[config.mk]
export PLATFORM = sky130hd
export DESIGN_NAME = muldiv_unit
export DESIGN_NICKNAME = d
export VERILOG_FILES = /design/src/rtl/muldiv_pkg.sv /design/src/rtl/muldiv_core.sv /design/src/rtl/muldiv_unit.sv
export SDC_FILE = /design/constraint.sdc
export NUM_CORES = 1
export LEC_CHECK = 0
export ABC_AREA = 1
export BUFFER_PORTS_ARGS = -buffer_cell sky130_fd_sc_hd__buf_2
export CELL_PAD_IN_SITES_DETAIL_PLACEMENT = 0
export CELL_PAD_IN_SITES_GLOBAL_PLACEMENT = 1
export CORE_MARGIN = 5
export CORE_UTILIZATION = 40
export DETAILED_ROUTE_END_ITERATION = 7
export HOLD_SLACK_MARGIN = 0.08
export PLACE_DENSITY_LB_ADDON = 0.3
export SLEW_MARGIN = 20
export SYNTH_ARGS = -nofsm -noshare
export SYNTH_HDL_FRONTEND = slang
export SYNTH_SLANG_ARGS = --single-unit
[constraint.sdc]
create_clock -name clk -period 4.34 [get_ports clk]
set_input_delay 0 -clock clk [delete_from_list [all_inputs] [get_ports clk]]
set_output_delay 0 -clock clk [all_outputs]
set_load 0.05 [all_outputs]
[src/rtl/muldiv_pkg.sv]
// Shared types and sizing helpers for the iterative multiply/divide unit.
// Contents:
//   WIDTH_DEF - default operand / HI / LO width
//   CNT_W     - iteration counter width for WIDTH_DEF
//   cntBits() - counter width for an arbitrary WIDTH
//   mdop_t    - E-stage mul/div/move-to operation encodings
//   state_t   - sequencer states
package muldiv_pkg;

  localparam int WIDTH_DEF = 32;
  localparam int CNT_W     = $clog2(WIDTH_DEF);

  // The counter only has to reach WIDTH-1, so $clog2(WIDTH) bits suffice.
  function automatic int cntBits(input int w);
    return (w > 1) ? $clog2(w) : 1;
  endfunction

  typedef enum logic [2:0] {
    MD_MULT  = 3'b000,
    MD_MULTU = 3'b001,
    MD_DIV   = 3'b010,
    MD_DIVU  = 3'b011,
    MD_MTHI  = 3'b100,
    MD_MTLO  = 3'b101
  } mdop_t;

  typedef enum logic [1:0] {
    IDLE   = 2'd0,
    MUL    = 2'd1,
    DIV    = 2'd2,
    FINISH = 2'd3
  } state_t;

endpackage

[src/rtl/muldiv_core.sv]
// One iteration of the unsigned multiply / divide datapath (purely combinational).
// Ports:
//   isDiv   in  1        0 = shift-add multiply step, 1 = restoring divide step
//   accIn   in  2*WIDTH  working accumulator
//                        multiply: {partial product, remaining multiplier bits}
//                        divide:   {partial remainder, dividend/quotient bits}
//   operand in  WIDTH    multiplicand (multiply) or divisor (divide)
//   accOut  out 2*WIDTH  accumulator after this iteration
module muldiv_core #(
  parameter int WIDTH = 32
) (
  input  logic                 isDiv,
  input  logic [2*WIDTH-1:0]   accIn,
  input  logic [WIDTH-1:0]     operand,
  output logic [2*WIDTH-1:0]   accOut
);

  logic [WIDTH:0]   mulSum;
  logic [WIDTH:0]   shifted;
  logic [WIDTH+1:0] diff;
  logic             unusedBits;

  always_comb begin
    // Multiply: add the multiplicand into the upper half when the current
    // multiplier LSB is set, then shift the whole accumulator right; the
    // carry out of the add becomes the new MSB.
    mulSum  = {1'b0, accIn[2*WIDTH-1:WIDTH]}
            + (accIn[0] ? {1'b0, operand} : {(WIDTH+1){1'b0}});
    // Divide: bring the next dividend bit into the remainder (guard bit on
    // top) and trial-subtract the divisor; a borrow means "restore".
    shifted = {accIn[2*WIDTH-1:WIDTH], accIn[WIDTH-1]};
    diff    = {1'b0, shifted} - {2'b00, operand};
    if (isDiv) begin
      if (!diff[WIDTH+1]) begin
        accOut = {diff[WIDTH-1:0], accIn[WIDTH-2:0], 1'b1};
      end else begin
        accOut = {shifted[WIDTH-1:0], accIn[WIDTH-2:0], 1'b0};
      end
    end else begin
      accOut = {mulSum, accIn[WIDTH-1:1]};
    end
  end

  // A successful subtract always leaves a remainder below the divisor, so
  // bit WIDTH of the difference is zero whenever it is selected.
  assign unusedBits = diff[WIDTH];

endmodule

[src/rtl/muldiv_unit.sv]
// Iterative multiply/divide unit of the E stage; owns architectural HI/LO.
// Ports:
//   clk     in  1      rising-edge clock
//   reset_n in  1      asynchronous active-low reset
//   startE  in  1      valid mul/div/move-to op in E (already flush-gated)
//   mdopE   in  3      operation, see mdop_t; other codes are ignored
//   srcaE   in  WIDTH  rs: dividend / multiplicand / MTHI-MTLO data
//   srcbE   in  WIDTH  rt: divisor / multiplier
//   hiout   out WIDTH  architectural HI
//   loout   out WIDTH  architectural LO
//   busy    out 1      multi-cycle op in flight
//   done    out 1      one-cycle pulse after a mul/div result lands in HI/LO
module muldiv_unit
  import muldiv_pkg::*;
#(
  parameter int WIDTH = WIDTH_DEF
) (
  input  logic             clk,
  input  logic             reset_n,
  input  logic             startE,
  input  logic [2:0]       mdopE,
  input  logic [WIDTH-1:0] srcaE,
  input  logic [WIDTH-1:0] srcbE,
  output logic [WIDTH-1:0] hiout,
  output logic [WIDTH-1:0] loout,
  output logic             busy,
  output logic             done
);

  localparam int             CW   = cntBits(WIDTH);
  localparam logic [CW-1:0]  LAST = CW'(WIDTH - 1);

  state_t               stateReg, stateNext;
  logic [CW-1:0]        cntReg;
  logic [2*WIDTH-1:0]   accReg, accStep;
  logic [WIDTH-1:0]     operandReg, rawAReg;
  logic                 negResReg, negRemReg, divZeroReg;
  logic [WIDTH-1:0]     hiReg, loReg;

  mdop_t                op;
  logic                 accept, isMulOp, isDivOp, isSigned, lastIter;
  logic [WIDTH-1:0]     absA, absB;
  logic [2*WIDTH-1:0]   prodFix;
  logic [WIDTH-1:0]     quot, rem, divLo, divHi;

  assign op       = mdop_t'(mdopE);
  assign isMulOp  = (op == MD_MULT) || (op == MD_MULTU);
  assign isDivOp  = (op == MD_DIV)  || (op == MD_DIVU);
  assign isSigned = (op == MD_MULT) || (op == MD_DIV);
  assign accept   = startE && !busy;
  assign lastIter = busy && (cntReg == LAST);

  // Signed ops iterate on magnitudes; the sign is restored at the end.
  assign absA = (isSigned && srcaE[WIDTH-1]) ? -srcaE : srcaE;
  assign absB = (isSigned && srcbE[WIDTH-1]) ? -srcbE : srcbE;

  always_ff @(posedge clk or negedge reset_n) begin
    if (!reset_n) stateReg <= IDLE;
    else          stateReg <= stateNext;
  end

  // FINISH is the done cycle; busy is already low there, so it accepts a
  // new op exactly like IDLE does.
  always_comb begin
    stateNext = stateReg;
    busy      = 1'b0;
    done      = 1'b0;
    case (stateReg)
      IDLE, FINISH: begin
        done      = (stateReg == FINISH);
        stateNext = IDLE;
        if (accept && isMulOp)      stateNext = MUL;
        else if (accept && isDivOp) stateNext = DIV;
      end
      MUL, DIV: begin
        busy = 1'b1;
        if (cntReg == LAST) stateNext = FINISH;
      end
      default: stateNext = IDLE;
    endcase
  end

  muldiv_core #(.WIDTH(WIDTH)) uCore (
    .isDiv   (stateReg == DIV),
    .accIn   (accReg),
    .operand (operandReg),
    .accOut  (accStep)
  );

  // Working registers: loaded on acceptance, stepped once per busy cycle.
  always_ff @(posedge clk or negedge reset_n) begin
    if (!reset_n) begin
      cntReg     <= '0;
      accReg     <= '0;
      operandReg <= '0;
      rawAReg    <= '0;
      negResReg  <= 1'b0;
      negRemReg  <= 1'b0;
      divZeroReg <= 1'b0;
    end else if (accept && (isMulOp || isDivOp)) begin
      cntReg     <= '0;
      accReg     <= {{WIDTH{1'b0}}, (isMulOp ? absB : absA)};
      operandReg <= isMulOp ? absA : absB;
      rawAReg    <= srcaE;
      negResReg  <= isSigned && (srcaE[WIDTH-1] ^ srcbE[WIDTH-1]);
      negRemReg  <= isSigned && srcaE[WIDTH-1];
      divZeroReg <= isDivOp && (srcbE == '0);
    end else if (busy) begin
      cntReg <= cntReg + CW'(1);
      accReg <= accStep;
    end
  end

  // Result formation from the final iteration, with sign fix-up.
  assign prodFix = negResReg ? -accStep : accStep;
  assign quot    = accStep[WIDTH-1:0];
  assign rem     = accStep[2*WIDTH-1:WIDTH];
  // Divide by zero is forced rather than taken from the iteration so the
  // result does not depend on how the datapath behaves with a zero divisor.
  assign divLo   = divZeroReg ? {WIDTH{1'b1}} : (negResReg ? -quot : quot);
  assign divHi   = divZeroReg ? rawAReg       : (negRemReg ? -rem  : rem);

  // HI/LO change only on a move-to or on the last iteration edge, so
  // partial results are never visible.
  always_ff @(posedge clk or negedge reset_n) begin
    if (!reset_n) begin
      hiReg <= '0;
      loReg <= '0;
    end else if (accept && (op == MD_MTHI)) begin
      hiReg <= srcaE;
    end else if (accept && (op == MD_MTLO)) begin
      loReg <= srcaE;
    end else if (lastIter) begin
      if (stateReg == MUL) begin
        hiReg <= prodFix[2*WIDTH-1:WIDTH];
        loReg <= prodFix[WIDTH-1:0];
      end else begin
        hiReg <= divHi;
        loReg <= divLo;
      end
    end
  end

  assign hiout = hiReg;
  assign loout = loReg;

endmodule

==> results_tabular.tex <==
\begin{tabular}{lr}
\hline
Metric & Value \\
\hline
\multicolumn{2}{l}{\textbf{Pwr}} \\
Maximum vdd ir drop & 546 uV \\
Post-route total power & 18.7 mW \\
Leak pwr & 12.6 nW \\
Cell area power density & 772 mW/mm2 \\
\multicolumn{2}{l}{\textbf{GRT}} \\
Number of global-route vias before repair & 22800 \\
Total grt overflow & 0 \\
Wire length of the first global-routing pass & 144 mm \\
Antenna violations before repair & 4 \\
Aggregate global-route resource usage & 0.351 \\
Maximum number of pins on one net before global-route repair & 126 \\
\multicolumn{2}{l}{\textbf{Finish}} \\
Final-layout fill cell count & 5175 \\
Fraction of final layout cells sized beyond drive strength 1 & 0.143 \\
Final design area excluding fillers & 0.0243 mm2 \\
Ant diodes & 0 \\
Area added between synthesis and finish & 21.7\% \\
Total Nets Final & 3769 \\
Total area of sequential cells & 0.00506 mm2 \\
Leading cell type in the layout, fill and taps excluded & sky130\_fd\_sc\_hd\_\_nand2\_1 \\
Area of combinational cells with multiple inputs & 0.0129 mm2 \\
Commonest cells after routing, fill and taps aside & sky130\_fd\_sc\_hd\_\_nand2\_1 (989), sky130\_fd\_sc\_hd\_\_inv\_1 (439), sky130\_fd\_sc\_hd\_\_nor2\_1 (336) \\
\multicolumn{2}{l}{\textbf{Synthesis}} \\
Area fraction in compound gates after synthesis & 0.167 \\
Number of enable flip-flop cells after synthesis & 0 \\
Flip-flop cell with the highest count after synthesis & sky130\_fd\_sc\_hd\_\_dfrtp\_1 \\
Flip-flop and latch count after synthesis & 202 \\
Cell area after technology mapping & 0.0199 mm2 \\
Largest family of logic cells by synthesized area & simple AND/OR/NAND/NOR gates \\
Mean post-synth cell area & 5.97 um2 \\
Fraction of the mapped netlist area in simple logic gates & 0.381 \\
Async set-or-reset flop fraction in the synthesized netlist & 1.00 \\
Net count of the mapped netlist & 3485 \\
Post-synthesis share of cell area spent on xor and xnor gates & 0.0308 \\
Largest area contributor in the netlist & sky130\_fd\_sc\_hd\_\_dfrtp\_1 \\
Share of cell area taken by muxes after synthesis & 0.000502 \\
Number of warnings printed during yosys synthesis & 0 \\
Number of instances in the synthesized netlist & 3340 \\
Synth Area in Adders & 0.0478 \\
Area contributors post-synth & sky130\_fd\_sc\_hd\_\_dfrtp\_1 (25\%), sky130\_fd\_sc\_hd\_\_nand2\_1 (19\%), sky130\_fd\_sc\_hd\_\_inv\_1 (8.5\%) \\
Area share of the leading cell type in the synthesized netlist & 0.254 \\
Post-synthesis sequential area ratio & 0.254 \\
Number of distinct library cell variants in the gate-level netlist after synthesis & 54 \\
\multicolumn{2}{l}{\textbf{STA}} \\
Max-slew violation count & 0 \\
Number of hold-slack violations in the final timing report & 0 \\
Final period util & 0.949 \\
Fmax & 243 MHz \\
Max\_slew headroom & 0.313 \\
Final setup slack of the worst path & 0.223 ns \\
Actual slew at the worst max-slew pin & 1.03 ns \\
Fin crit period & 4.12 ns \\
Count of final setup violators & 0 \\
Fin Clk Skew & 0.0205 ns \\
Final sum of negative setup slack & 0 ns \\
\multicolumn{2}{l}{\textbf{Hold path}} \\
Kind of path behind the tightest hold check & primary input to async pin \\
\multicolumn{2}{l}{\textbf{Detailed routing}} \\
Detail Route Antenna Nets & 0 \\
Routed wire per std cell & 22.7 um \\
Routed via count & 24000 \\
Remaining routing DRC violations & 0 \\
Total detailed-routing wirelength & 98.0 mm \\
Drt initial violations & 2929 \\
Detailed-routing iteration count for the pre-antenna-repair pass & 5 \\
Vias/cell & 5.58 \\
\multicolumn{2}{l}{\textbf{Clocking}} \\
Clock latency on the worst-skew pair & 0.57 ns \\
CTS tree & done \\
Worst-path clk slew & 0.06 ns \\
Max Buffers Root-to-Sink & 3 \\
Clk sinks & 202 \\
Count of H-tree levels built during CTS & 1 \\
TritonCTS buffer count & 27 \\
Root Buffer & sky130\_fd\_sc\_hd\_\_clkbuf\_16 \\
\multicolumn{2}{l}{\textbf{Setup path}} \\
Cell Chain, Critical Path & ha\_2 > nand2\_1 > nor2\_1 > nand2\_2 > a21oi\_2 > nor2\_4 > buf\_6 > nand2\_4 > nand2\_1 > nand3\_1 > nand2\_1 > inv\_2 > ha\_1 > nand3\_2 > inv\_2 > nand2\_1 > o21ai\_2 > nand2\_1 > nand2\_1 > nand3\_1 > nand2\_1 > nand3\_1 > nand2\_1 > nand2\_1 \\
Worst path max stage delay & 0.45 ns \\
Data arrival time of the critical path & 4.58 ns \\
CP required & 4.80 ns \\
Buffers plus inverters on the worst setup path & 3 \\
Worst Setup Start Kind & flip-flop \\
Crit-path most repeated cell & sky130\_fd\_sc\_hd\_\_nand2\_1 \\
Critical-path top delay cell & sky130\_fd\_sc\_hd\_\_dfrtp\_1 \\
Sort of element at the end of the critical path & flip-flop \\
Largest fanout on the critical path & 17 \\
Critical path start-end classification & flip-flop to flip-flop \\
Cell type group with the largest total delay on the critical path & simple AND/OR/NAND/NOR gates \\
\multicolumn{2}{l}{\textbf{Status}} \\
Status & completed \\
\multicolumn{2}{l}{\textbf{Job}} \\
Max-cap violations & 0 \\
\multicolumn{2}{l}{\textbf{Floorplan}} \\
Number of placed I/O pins & 136 \\
Core outline area & 0.0492 mm2 \\
Width of the chip & 233 um \\
FP Rows & 81 \\
Die footprint & 0.0544 mm2 \\
Vertical extent of the die & 233 um \\
Starting Density & 0.406 \\
\multicolumn{2}{l}{\textbf{Placement}} \\
Pre-CTS WS & 0.0646 ns \\
Global placement routability congestion & 1.04 \\
Area after DPL & 0.0222 mm2 \\
Post-DP HPWL & 77.0 mm \\
Total of buffers placed on input and output ports & 135 \\
\hline
\end{tabular}
-- power by group --
part | total (mW) | switching [mW] | internal (mW)
registers | 3.16 | 0.586 | 2.57
logic | 13.2 | 8.92 | 4.32
clock network | 2.34 | 0.988 | 1.35
total | 18.7 | 10.5 | 8.24
-- metrics by stage --
| step | hold slack, ns | util | std cells |
|---|---|---|---|
| after floorplan | -0.296 | - | 3340 |
| after CTS | 0.0852 | 0.484 | 4296 |
| after global routing | 0.112 | 0.494 | 4306 |
| after detailed placement | 0.0929 | 0.452 | 4179 |
| after global placement | 0.0860 | 0.452 | 4179 |
| final | 0.0418 | 0.494 | 4306 |
-- synth_stat cells (8+ instances only) --
master and n:
sky130_fd_sc_hd__o21ai_0 271, sky130_fd_sc_hd__a21oi_1 147, sky130_fd_sc_hd__inv_2 21, sky130_fd_sc_hd__o22ai_1 45, sky130_fd_sc_hd__clkbuf_1 88, sky130_fd_sc_hd__buf_1 13, sky130_fd_sc_hd__buf_2 15, sky130_fd_sc_hd__nand3_1 270
sky130_fd_sc_hd__inv_1 450, sky130_fd_sc_hd__nand3_2 9, sky130_fd_sc_hd__o21ai_2 13, sky130_fd_sc_hd__buf_4 8, sky130_fd_sc_hd__a31oi_1 10, sky130_fd_sc_hd__or2_1 8, sky130_fd_sc_hd__xor2_1 51, sky130_fd_sc_hd__o221ai_1 14
sky130_fd_sc_hd__o21ai_1 24, sky130_fd_sc_hd__dfrtp_1 202, sky130_fd_sc_hd__nand2_2 17, sky130_fd_sc_hd__nor2_2 22, sky130_fd_sc_hd__ha_1 73, sky130_fd_sc_hd__nand4_1 40, sky130_fd_sc_hd__nand3b_1 14, sky130_fd_sc_hd__o211ai_1 47
sky130_fd_sc_hd__xnor2_1 19, sky130_fd_sc_hd__nand2_1 999, sky130_fd_sc_hd__nor2_1 337, sky130_fd_sc_hd__nor3_1 39
-- worst reg2reg max path: stages (launching register included) --
cell and delay, ns:
sky130_fd_sc_hd__dfrtp_1 0.45, sky130_fd_sc_hd__ha_2 0.45, sky130_fd_sc_hd__nand2_1 0.12, sky130_fd_sc_hd__nor2_1 0.25, sky130_fd_sc_hd__nand2_2 0.13, sky130_fd_sc_hd__a21oi_2 0.16
sky130_fd_sc_hd__nor2_4 0.07, sky130_fd_sc_hd__buf_6 0.19, sky130_fd_sc_hd__nand2_4 0.24, sky130_fd_sc_hd__nand2_1 0.08, sky130_fd_sc_hd__nand3_1 0.08, sky130_fd_sc_hd__nand2_1 0.16
sky130_fd_sc_hd__inv_2 0.16, sky130_fd_sc_hd__ha_1 0.26, sky130_fd_sc_hd__nand3_2 0.17, sky130_fd_sc_hd__inv_2 0.12, sky130_fd_sc_hd__nand2_1 0.18, sky130_fd_sc_hd__o21ai_2 0.26
sky130_fd_sc_hd__nand2_1 0.08, sky130_fd_sc_hd__nand2_1 0.06, sky130_fd_sc_hd__nand3_1 0.06, sky130_fd_sc_hd__nand2_1 0.06, sky130_fd_sc_hd__nand3_1 0.07, sky130_fd_sc_hd__nand2_1 0.09
sky130_fd_sc_hd__nand2_1 0.04
-- final timing paths --
path                                   startpoint                       to  slack (ns)  depth (start not counted)
hold / removal                            reset_n   accReg[52]$_DFFE_PN0P_        0.04                          2
setup / recovery           accReg[56]$_DFFE_PN0P_    hiout[30]$_DFFE_PN0P_        0.22                         24
setup reg to reg           accReg[56]$_DFFE_PN0P_    hiout[30]$_DFFE_PN0P_        0.22                         24
hold reg to reg             cntReg[3]$_DFFE_PN0P_    cntReg[3]$_DFFE_PN0P_        0.47                          1
max in group asynchronous                 reset_n    accReg[0]$_DFFE_PN0P_        3.13                          3
min in group clk                         mdopE[2]  stateReg[1]$_DFFE_PN0P_        0.10                          4
-- flip-flops by register name (all words and copies together), names as in the netlist --
register	cells
negResReg	1
stateReg	2
loout	32
negRemReg	1
divZeroReg	1
cntReg	5
rawAReg	32
hiout	32
accReg	64
operandReg	32
-- area by class of cell --
| class | count | area share |
|---|---|---|
| clock inverters | 11 | 0.00614 |
| flip-flops and latches | 202 | 0.209 |
| repair buffers | 385 | 0.116 |
| clock buffers | 36 | 0.0301 |
| well taps | 664 | 0.0342 |
| inverters | 478 | 0.0739 |
| multi-input cells | 2530 | 0.531 |
-- routing by layer --
| metal | vias to the layer above | track usage | share of wire |
|---|---|---|---|
| met5 | - | 0 | 0.00021 |
| met4 | 4 | 0.186 | 0.066 |
| met3 | 231 | 0.0596 | 0.088 |
| met2 | 1201 | 0.534 | 0.43 |
| met1 | 11200 | 0.476 | 0.42 |
| li1 | 11300 | - | - |
-- cells by family after synthesis --
group                      after synthesis
AOI/OAI and AO/OA                      593
xor gates and xnor gates                70
adders and majority gates               75
buffers and inverters                  608
DFF                                    202
muxes                                    1
and+or+nand+nor                       1791
-- repair_timing --
item                       CTS  global route
setup endpoints to repair    0            28
setup buffers                0            10
hold endpoints to repair   243             0
hold buffers                70             0
resized for setup            0            77
No activity file was read; power rests on OpenSTA's default activity.
